$ cat src/rtl/adder_sched_pkg.sv
// Shared helpers for the round-robin adder scheduler.
package adder_sched_pkg;

    // Index width for n requesters, never narrower than one bit.
    function automatic int unsigned id_width(input int unsigned n);
        int unsigned w;
        w = $clog2(n);
        return (w < 1) ? 1 : w;
    endfunction

endpackage

$ cat src/rtl/adder.sv
// Plain combinational adder with carry out; the one arithmetic unit being shared.
module adder #(
    parameter int unsigned SIZE = 32
) (
    input  logic [SIZE-1:0] a,
    input  logic [SIZE-1:0] b,
    output logic [SIZE-1:0] sum,
    output logic            carry
);

    // Add at SIZE+1 bits so the carry out of the top bit is kept.
    always_comb begin
        {carry, sum} = {1'b0, a} + {1'b0, b};
    end

endmodule

$ cat src/rtl/rr_arbiter.sv
// Round-robin arbiter: combinational grant from a request vector, pointer advances on grant.
module rr_arbiter
    import adder_sched_pkg::*;
#(
    parameter int unsigned NUM_REQ = 4,
    localparam int unsigned ID_W   = id_width(NUM_REQ)
) (
    input  logic               clk,
    input  logic               reset,
    input  logic [NUM_REQ-1:0] req,
    input  logic               enable,
    output logic [NUM_REQ-1:0] grant,
    output logic [ID_W-1:0]    grant_idx
);

    logic [ID_W-1:0] ptr_q;
    logic            any_req;
    int unsigned     idx;

    // Scan ptr, ptr+1, ... wrapping; the first requester found wins.
    always_comb begin
        grant     = '0;
        grant_idx = '0;
        any_req   = 1'b0;
        idx       = 0;
        for (int unsigned k = 0; k < NUM_REQ; k++) begin
            idx = 32'(ptr_q) + k;
            if (idx >= NUM_REQ) begin
                idx = idx - NUM_REQ;
            end
            if (!any_req && req[idx]) begin
                any_req   = 1'b1;
                grant_idx = ID_W'(idx);
            end
        end
        if (enable && any_req) begin
            grant[grant_idx] = 1'b1;
        end
    end

    // Pointer moves just past the winner, only when a grant is actually taken.
    always_ff @(posedge clk) begin
        if (reset) begin
            ptr_q <= '0;
        end else if (enable && any_req) begin
            ptr_q <= (grant_idx == ID_W'(NUM_REQ - 1)) ? '0 : grant_idx + ID_W'(1);
        end
    end

endmodule

$ cat src/rtl/adder_rr_scheduler.sv
// Shares one adder between NUM_REQ requesters with round-robin arbitration and a
// single registered valid/ready response stage.
module adder_rr_scheduler
    import adder_sched_pkg::*;
#(
    parameter int unsigned SIZE    = 32,
    parameter int unsigned NUM_REQ = 4,
    localparam int unsigned ID_W   = id_width(NUM_REQ)
) (
    input  logic                    clk,
    input  logic                    reset,
    input  logic [NUM_REQ-1:0]      req_valid,
    output logic [NUM_REQ-1:0]      req_ready,
    input  logic [NUM_REQ*SIZE-1:0] req_a,
    input  logic [NUM_REQ*SIZE-1:0] req_b,
    output logic                    rsp_valid,
    input  logic                    rsp_ready,
    output logic [ID_W-1:0]         rsp_id,
    output logic [SIZE-1:0]         rsp_sum,
    output logic                    rsp_overflow
);

    typedef struct packed {
        logic [ID_W-1:0] id;
        logic [SIZE-1:0] sum;
        logic            overflow;
    } rsp_t;

    rsp_t            rsp_q;
    logic            rsp_valid_q;
    logic            can_accept;
    logic            accept;
    logic [ID_W-1:0] grant_idx;
    logic [SIZE-1:0] op_a;
    logic [SIZE-1:0] op_b;
    logic [SIZE-1:0] add_sum;
    logic            add_carry;

    // Nothing is accepted during reset so no requester sees a phantom handshake.
    assign can_accept = !reset && (!rsp_valid_q || rsp_ready);

    rr_arbiter #(
        .NUM_REQ (NUM_REQ)
    ) u_arbiter (
        .clk       (clk),
        .reset     (reset),
        .req       (req_valid),
        .enable    (can_accept),
        .grant     (req_ready),
        .grant_idx (grant_idx)
    );

    // Grant is already qualified by req_valid, so any ready bit is an accept.
    assign accept = |req_ready;

    // Steer the winner's operands into the shared adder.
    always_comb begin
        op_a = req_a[int'(grant_idx) * SIZE +: SIZE];
        op_b = req_b[int'(grant_idx) * SIZE +: SIZE];
    end

    adder #(
        .SIZE (SIZE)
    ) u_adder (
        .a     (op_a),
        .b     (op_b),
        .sum   (add_sum),
        .carry (add_carry)
    );

    // Output stage: load on accept, drain on consume, otherwise hold bit-stable.
    always_ff @(posedge clk) begin
        if (reset) begin
            rsp_valid_q <= 1'b0;
            rsp_q       <= '0;
        end else if (accept) begin
            rsp_valid_q    <= 1'b1;
            rsp_q.id       <= grant_idx;
            rsp_q.sum      <= add_sum;
            rsp_q.overflow <= add_carry;
        end else if (rsp_ready) begin
            rsp_valid_q <= 1'b0;
        end
    end

    assign rsp_valid    = rsp_valid_q;
    assign rsp_id       = rsp_q.id;
    assign rsp_sum      = rsp_q.sum;
    assign rsp_overflow = rsp_q.overflow;

endmodule

$ cat config.mk
export PLATFORM = sky130hd
export DESIGN_NAME = adder_rr_scheduler
export DESIGN_NICKNAME = d
export VERILOG_FILES = /design/src/rtl/adder_sched_pkg.sv /design/src/rtl/adder.sv /design/src/rtl/rr_arbiter.sv /design/src/rtl/adder_rr_scheduler.sv
export SDC_FILE = /design/constraint.sdc
export NUM_CORES = 1
export LEC_CHECK = 0
export CORE_ASPECT_RATIO = 1.25
export CORE_MARGIN = 4
export CORE_UTILIZATION = 40
export CTS_CLUSTER_DIAMETER = 150
export DETAILED_ROUTE_END_ITERATION = 16
export GPL_ROUTABILITY_DRIVEN = 1
export HOLD_SLACK_MARGIN = 0.03
export PLACE_DENSITY = 0.89
export SLEW_MARGIN = 20
export SYNTH_ARGS = -nofsm -noshare
export SYNTH_HDL_FRONTEND = slang
export SYNTH_SLANG_ARGS = --single-unit
$ cat constraint.sdc
create_clock -name clk -period 4.25 [get_ports clk]
set_input_delay 0.425 -clock clk [delete_from_list [all_inputs] [get_ports clk]]
set_output_delay 0.425 -clock clk [all_outputs]
set_load 0.1 [all_outputs]
# Word level (Yosys, flattened, before mapping)
# Index checks and enable logic that the tools add are counted.
[classes]
add_sub_neg = 9
magnitude_cmp = 10
eq_ne = 1
n_shift = 2
mux = 26
reduce_logical = 14
[op_table]
columns = ["op", "n"]
rows = [
  ["128-bit by 8-bit indexed part select with 32-bit output", 2],
  ["32-bit by 3-bit < comparator with 1-bit output, second input constant", 4],
  ["32-bit two-way mux", 4],
  ["32-bit by 3-bit greater-or-equal comparator with 1-bit output, second input constant", 3],
  ["32-bit by 3-bit subtractor with 32-bit output, second input constant", 3],
  ["32-bit by 32-bit adder with 33-bit output", 1],
  ["1-bit two-way mux", 11],
  ["2-bit two-way mux", 5],
  ["1-bit binary-select mux with 2-bit select", 4],
  ["2-bit by 2-bit adder with 3-bit output, second input constant", 2],
  ["1-bit logical AND", 6],
  ["1-bit zero test", 5],
  ["4-bit two-way mux", 1],
  ["4-bit OR reduction", 1],
  ["2-bit by 3-bit subtractor with 4-bit output, second input constant", 1],
  ["2-bit by 1-bit adder with 3-bit output, second input constant", 1],
  ["2-bit by 3-bit greater-or-equal comparator with 1-bit output, second input constant", 1],
  ["2-bit by 3-bit < comparator with 1-bit output, second input constant", 1],
  ["2-bit by 1-bit adder with 2-bit output, second input constant", 1],
  ["1-bit demux with 2-bit select", 1],
  ["2-bit equality test, second input constant", 1],
  ["2-bit by 1-bit greater-or-equal comparator with 1-bit output, second input constant", 1],
  ["2-bit nonzero test", 1],
  ["1-bit logical OR", 1],
]
[word_totals]
reg_bits = 38

# Depth between registers and ports, before layout
[depth]
word_depth = 21
ltp_mapped = 19
mapped_depth_nobuf = 17

# By module
# A second synthesis with hierarchy kept.
[unflattened]
cells_unflattened = 541
hier_area_um2 = 5326.4
[modules_own_cells]
columns = ["mod", "n_inst", "cells_each", "area_per_inst_um2", "seq_area_each_um2"]
rows = [
  ["adder_rr_scheduler", 1, 235, 3154.3, 720.7],
  ["adder", 1, 274, 1901.8, 0.0],
  ["rr_arbiter", 1, 32, 270.3, 40.0],
]

# Least setup slack after synthesis
# Ideal clock, no wire load.
[synth_path]
path_kind = "input -> register"
start = "input port req_valid[1]"
end = "register rsp_q, in the netlist rsp_sum[26]"
setup_time_ps = 120
arrival_ps = 3489
required_ps = 4130
path_slack_ps = 641
cell_stages = 16
path_buffers = 2
cell_sequence = "nor4_1 -> nand2b_1 -> inv_1 -> buf_2 -> buf_2 -> nand2_1 -> a31oi_1 -> ha_1 -> fa_1 -> a21o_1 -> a21oi_1 -> o21a_1 -> o21ai_0 -> and3_1 -> or2_1 -> a211o_1"
[synth_via]
elab_chain_cells = 18
elab_cells_between_ends = 33
[synth_lines]
columns = ["element", "line", "text"]
rows = [
  ["start, declared", "adder_rr_scheduler.sv:12", "input logic [NUM_REQ-1:0] req_valid,"],
  ["parallel branches: the longest is 18 deep, another holds 1-bit binary-select mux with 2-bit select", "n/a", ""],
  ["end, declared", "adder_rr_scheduler.sv:29", "rsp_t rsp_q;"],
]
# Several ways; the timed one is not identified. The select of a mux whose other input is x is not followed.
# A chain may end at the register's enable or synchronous reset.

# Final worst setup path
[layout_path]
start = "input port req_valid[3]"
end = "register rsp_q, in the netlist rsp_sum[28]"
# The elaborated chain is that of the path after synthesis.

==> tab_implementation.tex <==
\begin{tabular}{lr}
\hline
Metric & Value \\
\hline
\multicolumn{2}{l}{\textbf{Outcome}} \\
Run status & finished clean \\
\multicolumn{2}{l}{\textbf{Synth}} \\
Instance count of the mapped netlist & around 870 \\
Post-synthesis instance area & about 5400 um\^{}2 \\
Fraction of the mapped netlist area in compound gates & 28.5\% \\
Number of storage elements in the synthesis netlist & 38 \\
Mean area per synthesized cell & between 6 and 7 um\^{}2 \\
Syn Nets & about 1200 \\
Ys flop type & dfxtp\_1 \\
Synth async-reset ratio & 0\% \\
Fraction of synthesized cell area in xor and xnor cells & between 1.5 and 2\% \\
Post-synthesis share of cell area spent on and, or, nand and nor gates & about two fifths \\
Number of distinct library cells after synthesis & 63 \\
Yosys warning count & 0 \\
Post-Synth Adder-Cell Area & under 10\% \\
Share of synthesized area occupied by flip-flops and latches & roughly 14\% \\
Number of enable-type register cells in the synthesized netlist & 0 \\
Main combinational cell family by area after synthesis & simple AND/OR/NAND/NOR gates \\
Multiplexer fraction of the synthesized cell area & 0.747\% \\
\multicolumn{2}{l}{\textbf{Clocking}} \\
Buffers from clock root to sink, at most & 2 \\
TritonCTS clock tree & yes \\
Hold\_buf cts & 0 \\
Source-to-sink clock delay at the later pin of the worst-skew pair & $\sim$290 ps \\
Clock-pin slew on the worst setup and hold paths & approximately 60 ps \\
Clock sink total & 38 \\
H-Tree Level Count & 2 \\
Buffer cell driving the clock tree root & clkbuf\_16 \\
CTS Buf Count & 5 \\
\multicolumn{2}{l}{\textbf{Worst setup path}} \\
Cells traversed along the worst timing path & clkdlybuf4s50\_1 -> nand2b\_1 -> a21oi\_1 -> nor3\_2 -> buf\_4 -> nand2b\_4 -> buf\_12 -> nand2\_1 -> and3\_1 -> a31oi\_1 -> ha\_2 -> fa\_2 -> a21o\_1 -> a21oi\_1 -> o211ai\_1 -> nand4\_1 -> a2111oi\_4 -> nor3\_1 -> o31ai\_1 \\
Arrival time at the worst endpoint & around 4300 ps \\
Crit path kind & in2reg \\
Crit path max fanout & 10 \\
Critical path data required time & between 4000 and 5000 ps \\
Count of buffer and inverter cells on the critical path & 3 \\
Highest-delay cell along the critical path & a2111oi\_4 \\
Gate family responsible for the most delay along the worst path & compound AO/OA/AOI/OAI gates \\
Critical path's largest stage delay & approximately 490 ps \\
CP endpoint kind & flop \\
Most Frequent Cell on Critical Path & a21oi\_1 \\
Startpoint type of the worst setup path & primary input \\
\multicolumn{2}{l}{\textbf{Global routing}} \\
Global-route usage over all layers & approximately 27\% \\
Remaining Overflow, GRT & 0 \\
Pin count of the biggest net entering global routing & 50 \\
Via count of the first global-routing pass & 7680 \\
First-pass GRT wire length & approximately 35000 um \\
Initial antenna violation count & 0 \\
\multicolumn{2}{l}{\textbf{Finish}} \\
Most common cell after layout, fill and taps aside & nand2\_1 \\
Fin util & 71.2\% \\
Number of standard cells in the layout, taps in and fillers out & approximately 1400 \\
Growth of design area from synthesis to finish & 74.9\% \\
Total inserted antenna cells & 0 \\
Net count of the finished layout & around 1500 \\
Fraction of final layout cells with drive strength greater than 1 & about a tenth \\
Commonest cells after routing, fill and taps aside & 306 x nand2\_1, 296 x clkdlybuf4s50\_1, 71 x and3\_1 \\
\multicolumn{2}{l}{\textbf{Timing}} \\
Setup Viol. Count Final & 0 \\
Final worst clock skew & slightly above 5 ps \\
Hold violation total from the final report & 0 \\
Final worst path period share & between 90\% and 100\% \\
Highest clock rate & between 200 and 250 MHz \\
Worst slew margin relative to its limit & 31.0\% \\
Slew at the pin with the worst max-slew slack & approximately 1000 ps \\
Worst slack on hold paths & about 450 ps \\
Final min period & just over 4000 ps \\
Total count of max-transition violations in the final report & 0 \\
\multicolumn{2}{l}{\textbf{Floorplan}} \\
Area of the core & roughly 13000 um\^{}2 \\
Ports & roughly 300 \\
Total Die Area & around 15000 um\^{}2 \\
Chip Height & roughly 140 um \\
Number of standard-cell rows in the floorplan & 47 \\
Initial core utilization & between 40\% and 50\% \\
Width of the die & 112 um \\
\multicolumn{2}{l}{\textbf{Placement}} \\
Routability cong. & approximately 0.99 \\
DP HPWL & $\sim$18000 um \\
Count of input and output buffers & just over 300 \\
Number of instances in the placed design & between 1000 and 1500 \\
\multicolumn{2}{l}{\textbf{Power}} \\
VDD IR max & around 0.48 mV \\
Static leakage power & 4.03 nW \\
Pwr dens & 755 nW/um\^{}2 \\
\multicolumn{2}{l}{\textbf{Route}} \\
Wire length per cell & approximately 17 um \\
First-pass iteration count of the detailed router & 5 \\
Total wire length after detailed routing & between 20000 and 25000 um \\
Count of antenna-violating nets left after detailed routing & 0 \\
Detailed-route via count & roughly 7700 \\
\# DRC & 0 \\
Vias per cell & approximately 5.6 \\
DRC violation total after the first TritonRoute iteration & between 400 and 500 \\
\multicolumn{2}{l}{\textbf{Hold path}} \\
Hold Crit Class & reg2reg \\
\multicolumn{2}{l}{\textbf{Run}} \\
\# Max-Cap Violations & 0 \\
\hline
\end{tabular}
[synth_stat cells, types with 9 or more instances]
library cell / n / area [um^2]
a21oi_1: 48 / 240
nand3_1: 10 / 50.1
buf_2: 19 / 95.1
xnor2_1: 9 / 78.8
o21ai_0: 22 / 110
a31oi_1: 71 / 444
nand2_1: 306 / 1150
inv_1: 9 / 33.8
nand4_1: 9 / 56.3
dfxtp_1: 38 / 761
o21a_1: 9 / 67.6
nor2_1: 35 / 131
a211oi_1: 9 / 67.6
ha_1: 36 / 450
o211ai_1: 9 / 67.6
a21o_1: 19 / 143
and3_1: 71 / 444
nor3_1: 15 / 75.1
clkbuf_1: 44 / 165
[final timing paths]
| path | startpoint | to | slack, ps | cells past startpoint |
|---|---|---|---|---|
| setup / recovery | req_valid[3] | rsp_sum[28]$_SDFFE_PP0P_ | 140 | 19 |
| hold / removal | rsp_sum[3]$_SDFFE_PP0P_ | rsp_sum[3]$_SDFFE_PP0P_ | 450 | 2 |
| setup reg to reg | u_arbiter.ptr_q[1]$_SDFFE_PP0P_ | rsp_sum[19]$_SDFFE_PP0P_ | 260 | 18 |
| hold reg to reg | rsp_sum[3]$_SDFFE_PP0P_ | rsp_sum[3]$_SDFFE_PP0P_ | 450 | 2 |
[cells by family after synthesis]
group / Yosys count
and+or+nand+nor: 481
adders and majority gates: 37
DFF: 38
AOI/OAI and AO/OA: 227
xor gates and xnor gates: 12
buffers and inverters: 73
muxes: 4
[what timing repair did]
action	in CTS	in global routing
buffers inserted	0	2
resized for setup	0	23
setup endpoints to repair	0	12
hold endpoints to repair	0	0
[stage by stage]
stage	power (W)	setup TNS [ps]	setup slack [ps]	area (um^2)
2_1_floorplan	0.00452	0	641	5360
3_3_place_gp	0.00627	-5.33	-5.33	9020
3_5_place_dp	0.00636	-291	-119	9020
4_1_cts	0.00689	0	130	9220
5_1_grt	0.00760	-132	-69.2	9380
6_report	0.00708	0	142	9380
[metal layers]
layer | global-route usage, % | up-vias | routed length [um]
li1 | - | 3742 | -
met1 | 27.8 | 3512 | 8170
met2 | 53.1 | 355 | 11900
met3 | 5.45 | 75 | 1720
met4 | 12.1 | 0 | 908
met5 | 0 | - | 0
[area by class of cell]
cell class	count	area (um^2)
clock buffer	5	125
clock inverter	3	68.8
fill	1150	3800
inverter	9	41.3
multi-input combinational	761	4410
sequential	38	761
tap	171	214
timing repair buffer	378	3760
[report_power, final]
part	internal (W)	switching [W]	leakage, nW
Combinational	0.00238	0.00362	3.63
Clock	0.000337	0.000156	0.0940
Sequential	0.000505	0.0000850	0.314
[worst min-delay path, delay by kind of cell, from the launching register on]
| family | cells | cell delay [ps] |
|---|---|---|
| AOI/OAI and AO/OA | 1 | 50 |
| and+or+nand+nor | 1 | 50 |
| DFF | 1 | 310 |
[state kept, by name, summed over array words and instances (netlist names)]
register         flops
rsp_sum             32
rsp_id               2
u_arbiter.ptr_q      2
rsp_overflow         1
rsp_valid            1
Note: power is estimated with default switching activity, not from simulation.
